$ cat src/rtl/detector_pkg.sv
// Shared constants for the first-signal detector and its input conditioner.
// Channel indices match the bit order of the detector's y output.
package detector_pkg;
  localparam int NUM_CH = 3;
  localparam int CH_A   = 0;
  localparam int CH_B   = 1;
  localparam int CH_C   = 2;

  localparam int DEF_SYNC_STAGES     = 2;
  localparam int DEF_DEBOUNCE_CYCLES = 4;
  localparam int DEF_GLITCH_W        = 8;
  localparam int CNT_W               = 8;

  function automatic logic [1:0] count_set(input logic [NUM_CH-1:0] v);
    logic [1:0] n;
    n = '0;
    for (int i = 0; i < NUM_CH; i++) n = n + {1'b0, v[i]};
    return n;
  endfunction
endpackage

$ cat src/rtl/signal_conditioner_if.sv
// Raw lines in, clean levels and glitch diagnostics out.
// The master drives the raw side; the conditioner is the slave.
interface signal_conditioner_if
  import detector_pkg::*;
  #(parameter int GLITCH_W = DEF_GLITCH_W);
  logic                en;
  logic                clr_glitch;
  logic                a_raw;
  logic                b_raw;
  logic                c_raw;
  logic                a;
  logic                b;
  logic                c;
  logic [GLITCH_W-1:0] glitch_count;

  modport master (
    output en, clr_glitch, a_raw, b_raw, c_raw,
    input  a, b, c, glitch_count
  );

  modport slave (
    input  en, clr_glitch, a_raw, b_raw, c_raw,
    output a, b, c, glitch_count
  );
endinterface

$ cat src/rtl/debounce_ch.sv
// One channel: synchronizer chain, persistence counter, registered output.
// Output follows a new level SYNC_STAGES+DEBOUNCE_CYCLES-1 edges after raw settles.
module debounce_ch
  import detector_pkg::*;
  #(
    parameter int SYNC_STAGES     = DEF_SYNC_STAGES,
    parameter int DEBOUNCE_CYCLES = DEF_DEBOUNCE_CYCLES
  ) (
    input  logic clk,
    input  logic rst,
    input  logic en,
    input  logic raw,
    output logic out,
    output logic glitch
  );

  localparam logic [CNT_W-1:0] LAST = CNT_W'(DEBOUNCE_CYCLES - 1);

  logic [SYNC_STAGES-1:0] sync_q;
  logic [CNT_W-1:0]       cnt;
  logic                   syncd;

  assign syncd = sync_q[SYNC_STAGES-1];

  // The synchronizer ignores en so a level is already settled when en rises.
  always_ff @(posedge clk) begin
    if (rst) sync_q <= '0;
    else     sync_q <= {sync_q[SYNC_STAGES-2:0], raw};
  end

  always_ff @(posedge clk) begin
    if (rst || !en) begin
      cnt <= '0;
      out <= 1'b0;
    end else if (syncd == out) begin
      cnt <= '0;
    end else if (cnt == LAST) begin
      out <= syncd;
      cnt <= '0;
    end else begin
      cnt <= cnt + 1'b1;
    end
  end

  // A differing run that collapsed before acceptance.
  assign glitch = en && (syncd == out) && (cnt != '0);
endmodule

$ cat src/rtl/signal_conditioner.sv
// Three independent debounced channels feeding the detector, plus a saturating glitch tally.
// All outputs are registered; glitch_count lags the ended run by one edge.
module signal_conditioner
  import detector_pkg::*;
  #(
    parameter int SYNC_STAGES     = DEF_SYNC_STAGES,
    parameter int DEBOUNCE_CYCLES = DEF_DEBOUNCE_CYCLES,
    parameter int GLITCH_W        = DEF_GLITCH_W
  ) (
    input logic                 clk,
    input logic                 rst,
    signal_conditioner_if.slave sc
  );

  logic [NUM_CH-1:0]   raw_vec;
  logic [NUM_CH-1:0]   out_vec;
  logic [NUM_CH-1:0]   glitch_vec;
  logic [1:0]          n_glitch;
  logic [GLITCH_W:0]   sum;
  logic [GLITCH_W-1:0] glitch_q;

  assign raw_vec[CH_A] = sc.a_raw;
  assign raw_vec[CH_B] = sc.b_raw;
  assign raw_vec[CH_C] = sc.c_raw;

  for (genvar i = 0; i < NUM_CH; i++) begin : g_ch
    debounce_ch #(
      .SYNC_STAGES    (SYNC_STAGES),
      .DEBOUNCE_CYCLES(DEBOUNCE_CYCLES)
    ) u_ch (
      .clk   (clk),
      .rst   (rst),
      .en    (sc.en),
      .raw   (raw_vec[i]),
      .out   (out_vec[i]),
      .glitch(glitch_vec[i])
    );
  end

  assign n_glitch = count_set(glitch_vec);
  // One spare bit catches overflow; at most 3 is added per cycle.
  assign sum = {1'b0, glitch_q} + (GLITCH_W+1)'(n_glitch);

  always_ff @(posedge clk) begin
    if (rst || sc.clr_glitch) glitch_q <= '0;
    else if (sum[GLITCH_W])   glitch_q <= '1;
    else                      glitch_q <= sum[GLITCH_W-1:0];
  end

  assign sc.a            = out_vec[CH_A];
  assign sc.b            = out_vec[CH_B];
  assign sc.c            = out_vec[CH_C];
  assign sc.glitch_count = glitch_q;
endmodule

$ cat src/flat_wrapper.sv
// flat-port wrapper written by rule: the top's interface ports become plain ports
module signal_conditioner_flat import detector_pkg::*;
#(
    parameter int SYNC_STAGES     = DEF_SYNC_STAGES,
    parameter int DEBOUNCE_CYCLES = DEF_DEBOUNCE_CYCLES,
    parameter int GLITCH_W        = DEF_GLITCH_W
  )
  (clk, rst, sc_en, sc_clr_glitch, sc_a_raw, sc_b_raw, sc_c_raw, sc_a, sc_b, sc_c, sc_glitch_count);
  signal_conditioner_if #(.GLITCH_W(GLITCH_W)) sc_i ();
  input logic clk;
  input logic rst;
  input wire logic [$bits(sc_i.en)-1:0] sc_en;
  input wire logic [$bits(sc_i.clr_glitch)-1:0] sc_clr_glitch;
  input wire logic [$bits(sc_i.a_raw)-1:0] sc_a_raw;
  input wire logic [$bits(sc_i.b_raw)-1:0] sc_b_raw;
  input wire logic [$bits(sc_i.c_raw)-1:0] sc_c_raw;
  output wire logic [$bits(sc_i.a)-1:0] sc_a;
  output wire logic [$bits(sc_i.b)-1:0] sc_b;
  output wire logic [$bits(sc_i.c)-1:0] sc_c;
  output wire logic [$bits(sc_i.glitch_count)-1:0] sc_glitch_count;
  assign sc_i.en = sc_en;
  assign sc_i.clr_glitch = sc_clr_glitch;
  assign sc_i.a_raw = sc_a_raw;
  assign sc_i.b_raw = sc_b_raw;
  assign sc_i.c_raw = sc_c_raw;
  assign sc_a = sc_i.a;
  assign sc_b = sc_i.b;
  assign sc_c = sc_i.c;
  assign sc_glitch_count = sc_i.glitch_count;
  signal_conditioner #(.SYNC_STAGES(SYNC_STAGES), .DEBOUNCE_CYCLES(DEBOUNCE_CYCLES), .GLITCH_W(GLITCH_W)) u_core (.clk(clk), .rst(rst), .sc(sc_i));
endmodule
$ cat config.mk
export PLATFORM = sky130hd
export DESIGN_NAME = signal_conditioner_flat
export DESIGN_NICKNAME = d
export VERILOG_FILES = /design/src/rtl/detector_pkg.sv /design/src/rtl/signal_conditioner_if.sv /design/src/rtl/debounce_ch.sv /design/src/rtl/signal_conditioner.sv /design/src/flat_wrapper.sv
export SDC_FILE = /design/constraint.sdc
export NUM_CORES = 1
export LEC_CHECK = 0
export ABC_AREA = 1
export CORE_ASPECT_RATIO = 0.7
export CORE_MARGIN = 1
export CORE_UTILIZATION = 62
export DETAILED_ROUTE_END_ITERATION = 7
export PLACE_DENSITY = 0.84
export SLEW_MARGIN = 25
export SYNTH_ARGS = -nofsm -noshare
export SYNTH_HDL_FRONTEND = slang
export SYNTH_HIERARCHICAL = 1
export SYNTH_SLANG_ARGS = --single-unit
$ cat constraint.sdc
create_clock -name clk -period 4 [get_ports clk]
set_clock_uncertainty 0.05 [all_clocks]
set_input_delay 0.8 -clock clk [delete_from_list [all_inputs] [get_ports clk]]
set_output_delay 0.8 -clock clk [all_outputs]
set_load 0.02 [all_outputs]
# --- Yosys cells after proc, flatten, opt, wreduce, memory -nomap -nowiden ---
# Index checks and enable logic that the tools add are counted.
word_totals:
  regBits: 41
  latchBits: 0
  ram_bits: 0
  romBits: 0
  input_bits: 7
  out_inout_bits: 11
  elab_cells: 44
  mem_count: 0
classes:
  n_addsub: 6
  multipliers: 0
  n_div: 0
  order_cmp: 0
  n_eq_ne: 6
  n_shift: 0
  n_mux: 1
  bitwise_logic: 3
  n_reduce_logical: 18
op_table:
  columns: ["operator", "n"]
  rows:
  - ["$add A8 B1 Y8 const B", 3]
  - ["$eq A8 B2 Y1 const B", 3]
  - ["$reduce_bool A8 Y1", 3]
  - ["$add A8 B2 Y9", 1]
  - ["$reduce_or A3 Y1", 3]
  - ["$mux W8", 1]
  - ["$logic_and A1 B1 Y1", 6]
  - ["$reduce_and A2 Y1", 3]
  - ["$eq A1 B1 Y1", 3]
  - ["$not A1 Y1", 3]
  - ["$add A1 B1 Y2", 1]
  - ["$add A2 B1 Y2", 1]
  - ["$logic_or A1 B1 Y1", 2]
  - ["$logic_not A1 Y1", 1]

# --- Logic depth before layout (Yosys ltp) ---
depth:
  word_depth: 7
  depth_mapped: 14
  depth_no_buf: 14

# --- By module ---
# Netlist, hierarchy kept.
modules_own_cells:
  columns: ["module", "instances", "cells_per_inst", "area_each_um2", "seq_area_each_um2"]
  rows:
  - ["debounce_ch", 3, 88, 564.3, 220.2]
  - ["signal_conditioner", 1, 64, 493.0, 160.2]

# --- Worst setup path after synthesis ---
# No wires, ideal clock.
synth_path:
  path_kind: "input -> register"
  from: "in sc_en"
  to: "reg u_core.glitch_q[5], in the netlist u_core/sc.glitch_count[5]"
  setup_ns: 0.109
  arrival_time_ns: 2.501
  required_time_ns: 3.841
  path_slack_ns: 1.341
  stages: 11
  n_path_buf: 0
  path_cell_list: "nand2_1 > a31oi_1 > fa_1 > ha_1 > fa_1 > nand2_2 > nor2_4 > nand2_4 > nand3_1 > nand2_1 > inv_1"
synth_via:
  elab_chain_cells: 6
  elab_cells_between_ends: 10
  classes_between: "add/sub: 3; mux: 1; reduce/logical: 6"
synth_rtl:
  columns: ["item", "line", "rtl"]
  rows:
  - ["from (decl)", "flat_wrapper.sv:12", "input wire logic [$bits(sc_i.en)-1:0] sc_en;"]
  - ["$logic_and A1 B1 Y1 (2 in series)", "debounce_ch.sv:46", "assign glitch = en && (syncd == out) && (cnt != '0);"]
  - ["named net u_core.glitch_vec[0]", "signal_conditioner.sv:17", "logic [NUM_CH-1:0] glitch_vec;"]
  - ["$add A1 B1 Y2", "detector_pkg.sv:17", "for (int i = 0; i < NUM_CH; i++) n = n + {1'b0, v[i]};"]
  - ["$add A2 B1 Y2", "detector_pkg.sv:17", null]
  - ["$add A8 B2 Y9", "signal_conditioner.sv:42", "assign sum = {1'b0, glitch_q} + (GLITCH_W+1)'(n_glitch);"]
  - ["$mux W8", "signal_conditioner.sv:46", "else if (sum[GLITCH_W]) glitch_q <= '1;"]
  - ["to (signal assigned)", "signal_conditioner.sv:47", "else glitch_q <= sum[GLITCH_W-1:0];"]
  - ["to (decl)", "signal_conditioner.sv:20", "logic [GLITCH_W-1:0] glitch_q;"]
# The timed path passes the listed nets, and every way through them passes these cells.
# A chain may end at the register's enable or synchronous reset.

# --- Worst setup path after layout ---
# Same ends and word-level chain as after synthesis.

==> metrics.txt <==
Util after Layout 77.0%; WHS 0.355 ns; Detailed Place HPWL 3.05 mm; synthesis-to-finish area growth 14.6%; Internal Pwr Total 559 uW; clock network fraction of total power 38.7%; Post-CTS Setup Bufs 0; Pwr Total 715 uW; GPL Wtd Cong 0.778; root buf cell clkbuf_8; Tcrit/Tclk final roughly 77%; Die ar. about 3800 um2; number of synthesized register bits between 40 and 50; die width 73.0 um; post-cts resize count 0; unrepaired setup endpoints after global routing false; total number of yosys warnings 6; Area contributors post-synth dfxtp_1 (38%), nand2_1 (14%), nor2_1 (11%); Compound-Gate Fraction of Synth Area 2.98%; area share of fa/ha/maj cells after synthesis 6.41%; Port Buf Inserts 17; Clock transition at path regs 0.08 ns; H-tree lvl count 2; Avg WL per Cell 10.3 um; Final Cell Area 2500 um2; Rows 17; core area 3250 um2; vias in the first global route ~1700; max-slew violation count 0; die height around 52 um; asr flop ratio synth 0%; sw power approximately 160 uW; Initial DRC Count 85; # Max-Cap Violations 0; fin nets 369; Main synth FF type dfxtp_1; leak pwr 1.07 nW; final setup fails 0; Worst Setup Slack, final 0.904 ns; Crit-path slowest cell clkdlybuf4s50_1; non-filler cells, final 399; Total Neg Setup Slack 0 ns; crit path time final 3.10 ns; Place WS ~0.60 ns; placed cells 392; synthesized area around 2200 um2; Pwr Density 286 nW/um2; initial antenna violation count 0; syn_nets 345; Final Hold Viols 0; CTS tree built; area of the multi-input gates 1110 um2; Yosys cell types 22; DRT Pass-1 Iters 4; slew at the pin with the worst max-slew slack 0.450 ns; Synth Area in Simple Gates 37.4%; CTS buffer count 5; largest net degree at the start of global routing 13; max_slew headroom ~70%; Post-DP Area 2410 um2; first-pass GRT wire length 6.94 mm; Clock Path Buffers 2; post-route ant nets 0; CP Max Fanout 6; Syn Inst Count approximately 330; EDFF count, synth 0; clock sink count between 40 and 50; total grt overflow 0; filler cell count 266; Critical Path Source Type input port; peak supply drop 253 uV; XOR/XNOR share of the synthesized area 4.01%; main combinational cell family by area after synthesis simple AND/OR/NAND/NOR gates; critical path class input port to flop; sequential power share 57.7%; status finished clean; count leader, synth nand2_1; cell taking the most area after synthesis dfxtp_1; Synth top area share 37.6%; register area 821 um2; mux cell area share after synthesis 0%; I/O pin count 18; max incr delay on CP 0.56 ns; CP Capture Type flop; Commonest cells post-synth nand2_1 (84), nor2_1 (65), inv_1 (64); Worst Hold Class flop to flop; # DRC 0; Worst-Skew Late Latency approximately 0.29 ns; sw frac 21.9%; share of layout cells above drive strength 1 7.67%; FF-to-FF setup slack about 1.4 ns; Hold Buf Count CTS 0; critical path required time 4.14 ns; DRT Wirelength 4.11 mm; Starting Density 67.2%; Vias/cell around 4.7; number of diodes 0; syn_area_per_cell approximately 6.7 um2; combinational share of power 3.6%; WP data arrival 3.24 ns; Fmax 0.323 GHz; All-Layer GR Usage between 20 and 25%; register area share after synthesis 37.6%; crit path cell chain clkdlybuf4s50_1, nand2_1, a31oi_1, fa_1, ha_1, fa_1, nand2_2, nor2_4, nand2_4, nand3_1, nand2_1, inv_1; Vias about 1900
-- path summary, 6_finish.rpt --
| check | startpoint | to | cells after the start |
|---|---|---|---|
| max | sc_en | u_core/sc.glitch_count[5]$_SDFF_PP0_ | 12 |
| min | u_core/g_ch[1].u_ch/sync_q[0]$_SDFF_PP0_ | u_core/g_ch[1].u_ch/sync_q[1]$_SDFF_PP0_ | 2 |
| max reg2reg | u_core/g_ch[0].u_ch/cnt[0]$_SDFF_PP0_ | u_core/sc.glitch_count[5]$_SDFF_PP0_ | 12 |
| min reg2reg | u_core/g_ch[1].u_ch/sync_q[0]$_SDFF_PP0_ | u_core/g_ch[1].u_ch/sync_q[1]$_SDFF_PP0_ | 2 |
-- flip-flops by register name, indices dropped and copies added (netlist names) --
| register | flops |
|---|---|
| u_core/g_ch.u_ch/cnt | 24 |
| u_core/g_ch.u_ch/out | 3 |
| u_core/g_ch.u_ch/sync_q | 6 |
| u_core/sc.glitch_count | 8 |
-- final cells by class --
cell class / count / area share (%)
multi-input combinational: 219 / 44.3
sequential: 41 / 32.8
inverter: 68 / 10.2
timing repair buffer: 17 / 6.79
clock buffer: 6 / 3.30
tap: 47 / 2.35
clock inverter: 1 / 0.300
-- cell families (layout without fill, tap and decap cells) --
family	after synthesis	in the layout
AOI/OAI and AO/OA	12	12
xor gates and xnor gates	10	10
adders and majority gates	10	10
buffers and inverters	68	92
DFF	41	41
and+or+nand+nor	187	187
-- per-layer routing --
layer / part of all wire, % / global-route usage, % / vias to the layer above
li1: - / - / 1015
met1: 50 / 28.9 / 827
met2: 46 / 43.1 / 21
met3: 2.9 / 5.81 / 4
met4: 1.0 / 9.48 / 0
met5: 0 / 0 / -
-- worst max-delay path, delay by kind of cell --
family / cells / cell delay (ns)
AO/OA/AOI/OAI: 1 / 0.19
adder cells (fa/ha/maj): 3 / 1.12
buffers and inverters: 2 / 0.59
AND/OR/NAND/NOR: 6 / 0.54
-- power by group through the flow --
| stage | registers (mW) | clock network [mW] | logic, mW |
|---|---|---|---|
| after detailed placement | 0.423 | 0 | 0.0253 |
| final | 0.413 | 0.277 | 0.0254 |
| after global placement | 0.423 | 0 | 0.0244 |
| after global routing | 0.413 | 0.294 | 0.0286 |
| after floorplan | 0.422 | 0 | 0.0128 |
| after CTS | 0.413 | 0.281 | 0.0255 |
-- cells in the final DEF, fill, tap and decap left out, drive strengths merged --
cell	n
clkbuf	6
a31oi	4
nand3	22
nor2	74
inv	67
dfxtp	41
clkdlybuf4s50	17
clkinv	1
nor3	1
o21ai	5
fa	2
ha	8
clkinvlp	1
nand2	90
a21oi	3
xnor2	7
xor2	3
(Power assumes the default switching activity.)
